--- src/rtl/uart_cmd_pkg.sv ---
// Shared definitions for the UART command parser: state encodings, default sync marker,
// command codes and the inter-byte timeout length helper.
package uart_cmd_pkg;

    typedef enum logic [2:0] {
        ST_IDLE    = 3'd0,
        ST_CMD     = 3'd1,
        ST_LEN     = 3'd2,
        ST_PAYLOAD = 3'd3,
        ST_CHECK   = 3'd4,
        ST_HOLD    = 3'd5
    } parser_state_t;

    localparam logic [7:0] DEFAULT_SYNC_BYTE = 8'h55;

    localparam logic [7:0] CMD_LCD_WRITE = 8'h01;
    localparam logic [7:0] CMD_LCD_CLEAR = 8'h02;
    localparam logic [7:0] CMD_DHT_READ  = 8'h10;

    function automatic int timeout_cycles(input int clk_freq, input int timeout_us);
        return (clk_freq / 1_000_000) * timeout_us;
    endfunction

endpackage

--- src/rtl/cmd_timeout_timer.sv ---
// Inter-byte timeout counter: restarts on clear or when disabled, flags the last cycle
// before CYCLES elapse. Expiry is suppressed on a clearing cycle.
module cmd_timeout_timer #(
    parameter int CYCLES = 2
) (
    input  logic clk,
    input  logic reset,
    input  logic clear,
    input  logic enable,
    output logic expire
);

    localparam int W = $clog2(CYCLES + 1);

    logic [W-1:0] count;

    always_ff @(posedge clk or negedge reset) begin
        if (!reset) begin
            count <= '0;
        end else if (clear || !enable) begin
            count <= '0;
        end else begin
            count <= count + W'(1);
        end
    end

    assign expire = enable && !clear && (count == W'(CYCLES - 1));

endmodule

--- src/rtl/uart_cmd_parser.sv ---
// Decodes SYNC/CMD/LEN/PAYLOAD/CHK frames from the UART byte stream and holds each good
// frame until cmd_ready; one byte per cycle. UART_CMD_TIMEOUT_EN adds the inter-byte timeout.
module uart_cmd_parser
    import uart_cmd_pkg::*;
#(
    parameter int         CLK_FREQ   = 100_000_000,
    parameter int         TIMEOUT_US = 2000,
    parameter int         MAX_LEN    = 8,
    parameter logic [7:0] SYNC_BYTE  = DEFAULT_SYNC_BYTE
) (
    input  logic                 clk,
    input  logic                 reset,
    input  logic [7:0]           rx_data,
    input  logic                 rx_valid,
    output logic [7:0]           cmd_code,
    output logic [3:0]           cmd_len,
    output logic [8*MAX_LEN-1:0] cmd_payload,
    output logic                 cmd_valid,
    input  logic                 cmd_ready,
    output logic                 err_checksum,
    output logic                 err_length,
    output logic                 err_timeout,
    output logic                 err_overrun,
    output logic                 busy,
    output logic [2:0]           debug_state
);

    localparam int TO_CYC = timeout_cycles(CLK_FREQ, TIMEOUT_US);

    if (MAX_LEN < 1 || MAX_LEN > 15 || TO_CYC < 2) begin : g_bad_params
        $error("uart_cmd_parser: MAX_LEN must be 1..15 and the timeout at least 2 cycles");
    end

    parser_state_t state;
    logic [7:0]    chk;
    logic [3:0]    index;
    logic          timed;
    logic          timeout_hit;

    assign timed = (state == ST_CMD) || (state == ST_LEN) ||
                   (state == ST_PAYLOAD) || (state == ST_CHECK);

`ifdef UART_CMD_TIMEOUT_EN
    cmd_timeout_timer #(
        .CYCLES (TO_CYC)
    ) u_timer (
        .clk    (clk),
        .reset  (reset),
        .clear  (rx_valid),
        .enable (timed),
        .expire (timeout_hit)
    );
`else
    assign timeout_hit = 1'b0;
`endif

    always_ff @(posedge clk or negedge reset) begin
        if (!reset) begin
            state        <= ST_IDLE;
            chk          <= '0;
            index        <= '0;
            cmd_code     <= '0;
            cmd_len      <= '0;
            cmd_payload  <= '0;
            cmd_valid    <= 1'b0;
            err_checksum <= 1'b0;
            err_length   <= 1'b0;
            err_timeout  <= 1'b0;
            err_overrun  <= 1'b0;
        end else begin
            err_checksum <= 1'b0;
            err_length   <= 1'b0;
            err_timeout  <= 1'b0;
            err_overrun  <= 1'b0;
            // A byte arriving on the expiry cycle wins over the timeout.
            if (timed && timeout_hit && !rx_valid) begin
                err_timeout <= 1'b1;
                state       <= ST_IDLE;
            end else begin
                case (state)
                    ST_IDLE: begin
                        if (rx_valid && rx_data == SYNC_BYTE) begin
                            chk         <= '0;
                            index       <= '0;
                            cmd_payload <= '0;
                            state       <= ST_CMD;
                        end
                    end
                    ST_CMD: begin
                        if (rx_valid) begin
                            cmd_code <= rx_data;
                            chk      <= chk ^ rx_data;
                            state    <= ST_LEN;
                        end
                    end
                    ST_LEN: begin
                        if (rx_valid) begin
                            chk <= chk ^ rx_data;
                            if (rx_data > 8'(MAX_LEN)) begin
                                err_length <= 1'b1;
                                state      <= ST_IDLE;
                            end else begin
                                cmd_len <= rx_data[3:0];
                                state   <= (rx_data == 8'd0) ? ST_CHECK : ST_PAYLOAD;
                            end
                        end
                    end
                    ST_PAYLOAD: begin
                        if (rx_valid) begin
                            for (int i = 0; i < MAX_LEN; i++) begin
                                if (index == 4'(i)) cmd_payload[8*i +: 8] <= rx_data;
                            end
                            chk   <= chk ^ rx_data;
                            index <= index + 4'd1;
                            if (index == cmd_len - 4'd1) state <= ST_CHECK;
                        end
                    end
                    ST_CHECK: begin
                        if (rx_valid) begin
                            if (rx_data == chk) begin
                                cmd_valid <= 1'b1;
                                state     <= ST_HOLD;
                            end else begin
                                err_checksum <= 1'b1;
                                state        <= ST_IDLE;
                            end
                        end
                    end
                    ST_HOLD: begin
                        if (rx_valid) err_overrun <= 1'b1;
                        if (cmd_valid && cmd_ready) begin
                            cmd_valid <= 1'b0;
                            state     <= ST_IDLE;
                        end
                    end
                    default: state <= ST_IDLE;
                endcase
            end
        end
    end

    assign busy        = (state != ST_IDLE);
    assign debug_state = state;

endmodule

--- config.mk ---
export PLATFORM = sky130hd
export DESIGN_NAME = uart_cmd_parser
export DESIGN_NICKNAME = d
export VERILOG_FILES = /design/src/rtl/uart_cmd_pkg.sv /design/src/rtl/cmd_timeout_timer.sv /design/src/rtl/uart_cmd_parser.sv
export SDC_FILE = /design/constraint.sdc
export NUM_CORES = 1
export LEC_CHECK = 0
export CAP_MARGIN = 20
export CORE_MARGIN = 2
export CORE_UTILIZATION = 25
export DETAILED_ROUTE_END_ITERATION = 12
export GPL_TIMING_DRIVEN = 0
export PLACE_DENSITY_LB_ADDON = 0.2
export SETUP_SLACK_MARGIN = 0.4
export SYNTH_ARGS = -nofsm -noshare
export SYNTH_HDL_FRONTEND = slang
export SYNTH_SLANG_ARGS = --single-unit
--- constraint.sdc ---
create_clock -name clk -period 4.4 [get_ports clk]
set_input_delay 1.1 -clock clk [delete_from_list [all_inputs] [get_ports clk]]
set_output_delay 1.1 -clock clk [all_outputs]
set_load 0.05 [all_outputs]
==> results.yml <==
pwr:
  power.share.clock: 0.284
  power_leakage_nw: 2.64
  p_sw_frac: 0.374
  p_comb_frac: 0.344
  p_int_mw: 1.79
  powerDensity_nw_per_um2: 476
  p_switching_mw: 1.07
  ir_drop_v: 0.000434
  seqPwrFrac: 0.372
finish:
  post-route-util: 0.346
  syn2layout_area_growth_pct: 34.4
  diodes: 0
  final_area_um2: 6030
  nets: 468
  drive_gt1_frac: 0.259
worst_setup_path:
  reg2reg_from: "index[0]$_DFFE_PN0P_"
  cp.required_ns: 4.64
  startpoint_type: "primary input"
  reg2reg_depth: 4
  cp_max_fo: 8
  crit_start: "rx_data[1]"
  regToRegEndpoint: "cmd_payload[25]$_DFFE_PN0P_"
  end_kind: "flop"
  worstPathArrival_ns: 3.32
  endpoint: "cmd_payload[61]$_DFFE_PN0P_"
  r2r_slack_ns: 2.30
  critPathKind: "in -> reg"
logic_synthesis:
  yosysTopAreaCellShare: 0.530
  synth.largest_area_cell: "dfrtp_1"
  synth.distinct_cells: 49
  syn_inst: 346
  syn_area_um2: 4480
  postSynthAreaPerCell_um2: 13.0
  ys_top_cells_by_area: "dfrtp_1, mux2_2, mux2_4"
  synth_seq_cells: 95
  ys.flop_type: "dfrtp_1"
  yosysMostFrequentCell: "dfrtp_1"
  synth_warnings: 0
  synth-edff-count: 0
  async_flop_share: 1.00
  yosysSeqAreaShare: 0.530
  synth_common_cells: "dfrtp_1, mux2_2, nand2_1, nor2_1, o21ai_0"
  synth_fp_nets: 363
placed_design:
  placed_cell_area_um2: 5720
  place_congestion: 0.760
  dp_hpwl_um: 8250
  portBuffers: 93
clock_tree:
  cts_sinks: 95
  cts_tree: "yes"
  htreeDepth: 3
  clockBufferDepth: 2
  clockRootBuffer: "clkbuf_16"
  cts_resized: 0
  clkSlewWorstSetupHoldPaths_ns: 0.07
  post_cts_buffers: 0
  cts_buffers: 9
  clk_latency_ns: 0.35
  postCtsHoldBufs: 0
sta:
  relSlewSlack: 0.387
  finClkSkew_ns: 0.00473
  setup_viol: 0
  max_freq_mhz: 324
  hold_violations: 0
  finalCritPeriodShare: 0.700
  fin_crit_ns: 3.08
  worst_slew_pin_slew_ns: 0.912
  drv_slew: 0
  rsz0062_at_grt: "false"
floorplan:
  die_h_um: 138
  initial_core_util: 0.257
  fp.dieW_um: 138
  core-area_um2: 17400
  pin_count: 97
  dieArea_um2: 19000
  rows: 48
flow_run:
  maxCapViolCount: 0
drt:
  via_per_inst: 4.50
  ant_nets: 0
  post-route-drc-count: 0
  wirelength_um: 11400
  drtIter0Drc: 113
  vias: 3064
  firstDrtPassIters: 5
  wl_per_cell_um: 16.8
global_route:
  grt_overflow_total: 0
  antenna_found_initial: 0
  grt_pass1_vias: 3203
  grt_pass1_wl_um: 17700
  grt_max_degree: 61
  grt_usage: 0.125
worst_hold_path:
  holdCritPathClass: "reg -> reg"
outcome:
  outcome: "finished, final reports clean"
[area by class of cell]
| type | instances | area, um^2 |
|---|---|---|
| tap | 225 | 282 |
| multi-input combinational | 227 | 1930 |
| sequential | 95 | 2380 |
| inverter | 6 | 22.5 |
| fill | 1741 | 11400 |
| clock inverter | 6 | 76.3 |
| buffer | 18 | 150 |
| clock buffer | 10 | 229 |
| timing repair buffer | 94 | 956 |
[power by group through the flow]
stage / Combinational, mW / Clock [mW] / Sequential (mW)
after floorplan: 0.418 / 0 / 1.33
after global placement: 0.978 / 0 / 1.08
after detailed placement: 0.997 / 0 / 1.08
after CTS: 1.00 / 0.847 / 1.07
after global routing: 1.05 / 0.886 / 1.08
final: 0.985 / 0.815 / 1.07
[cells by family after synthesis]
family,Yosys count,synth area share
flip-flops,95,0.530
AO/OA/AOI/OAI,45,0.0801
multiplexers,75,0.202
adder cells (fa/ha/maj),5,0.0140
XOR/XNOR,17,0.0332
AND/OR/NAND/NOR,84,0.101
other,1,0.000836
buffers and inverters,24,0.0385
[flip-flops by register name, indices dropped and copies added, names as in the netlist]
name          cells
chk               8
cmd_code          8
cmd_len           4
cmd_payload      64
cmd_valid         1
debug_state       3
err_checksum      1
err_length        1
err_overrun       1
index             4
[worst min-delay path by stage]
stage / endpoint / from / slack (ns) / depth (start not counted)
floorplan: chk[0]$_DFFE_PN0P_ / chk[0]$_DFFE_PN0P_ / 0.47 / 1
CTS: cmd_payload[2]$_DFFE_PN0P_ / cmd_payload[2]$_DFFE_PN0P_ / 0.49 / 1
global route: cmd_payload[11]$_DFFE_PN0P_ / cmd_payload[11]$_DFFE_PN0P_ / 0.51 / 1
global placement: cmd_payload[17]$_DFFE_PN0P_ / cmd_payload[17]$_DFFE_PN0P_ / 0.47 / 1
finish: cmd_payload[8]$_DFFE_PN0P_ / cmd_payload[8]$_DFFE_PN0P_ / 0.49 / 1
detailed placement: cmd_payload[2]$_DFFE_PN0P_ / cmd_payload[2]$_DFFE_PN0P_ / 0.48 / 1
[stage by stage]
step / hold slack, ns / TNS, ns / power, mW / instances / setup WS, ns
after floorplan: 0.471 / 0 / 1.75 / 346 / 1.76
after global placement: 0.468 / -139.59 / 2.06 / 664 / -1.48
after detailed placement: 0.475 / 0 / 2.08 / 665 / 0.911
after CTS: 0.491 / 0 / 2.92 / 681 / 1.29
after global routing: 0.509 / 0 / 3.02 / 681 / 1.22
final: 0.488 / 0 / 2.87 / 681 / 1.32
[placed cells by master (no fill, tap or decap), types with 2 or more instances in the layout]
cell type,synthesis,final
mux2_2,51,51
nand3b_1,2,2
o21ai_0,19,19
a21o_1,2,2
nand3_1,6,6
inv_1,6,6
nor3_1,4,4
clkbuf_16,0,9
clkdlybuf4s50_1,0,92
nand2_1,24,24
inv_6,0,2
buf_6,4,4
nor2_1,21,21
and4bb_1,2,2
and2_1,8,8
a41oi_1,2,2
nand4_1,3,3
buf_4,11,12
a21oi_4,8,8
dfrtp_1,95,95
nand2_2,2,2
nor4_1,2,2
mux2_4,16,16
clkinv_4,0,2
a21oi_1,3,3
ha_1,5,5
mux2_1,8,8
xnor2_1,13,13
xor2_1,4,4
nor2b_1,2,2
clkbuf_1,1,2
[worst max-delay path, stage by stage]
cell and delay, ns:
clkdlybuf4s50_1 0.61, and4bb_1 0.39, nand4_1 0.10, a21o_1 0.20, buf_6 0.16, a21oi_4 0.40, mux2_4 0.34
[per-layer routing]
layer	part of all wire	track usage	vias to the layer above
met4	0.013	0.0437	0
met2	0.49	0.207	85
met1	0.45	0.156	1555
li1	-	-	1415
met5	0	0	-
met3	0.054	0.0365	9
(Power assumes the default switching activity.)
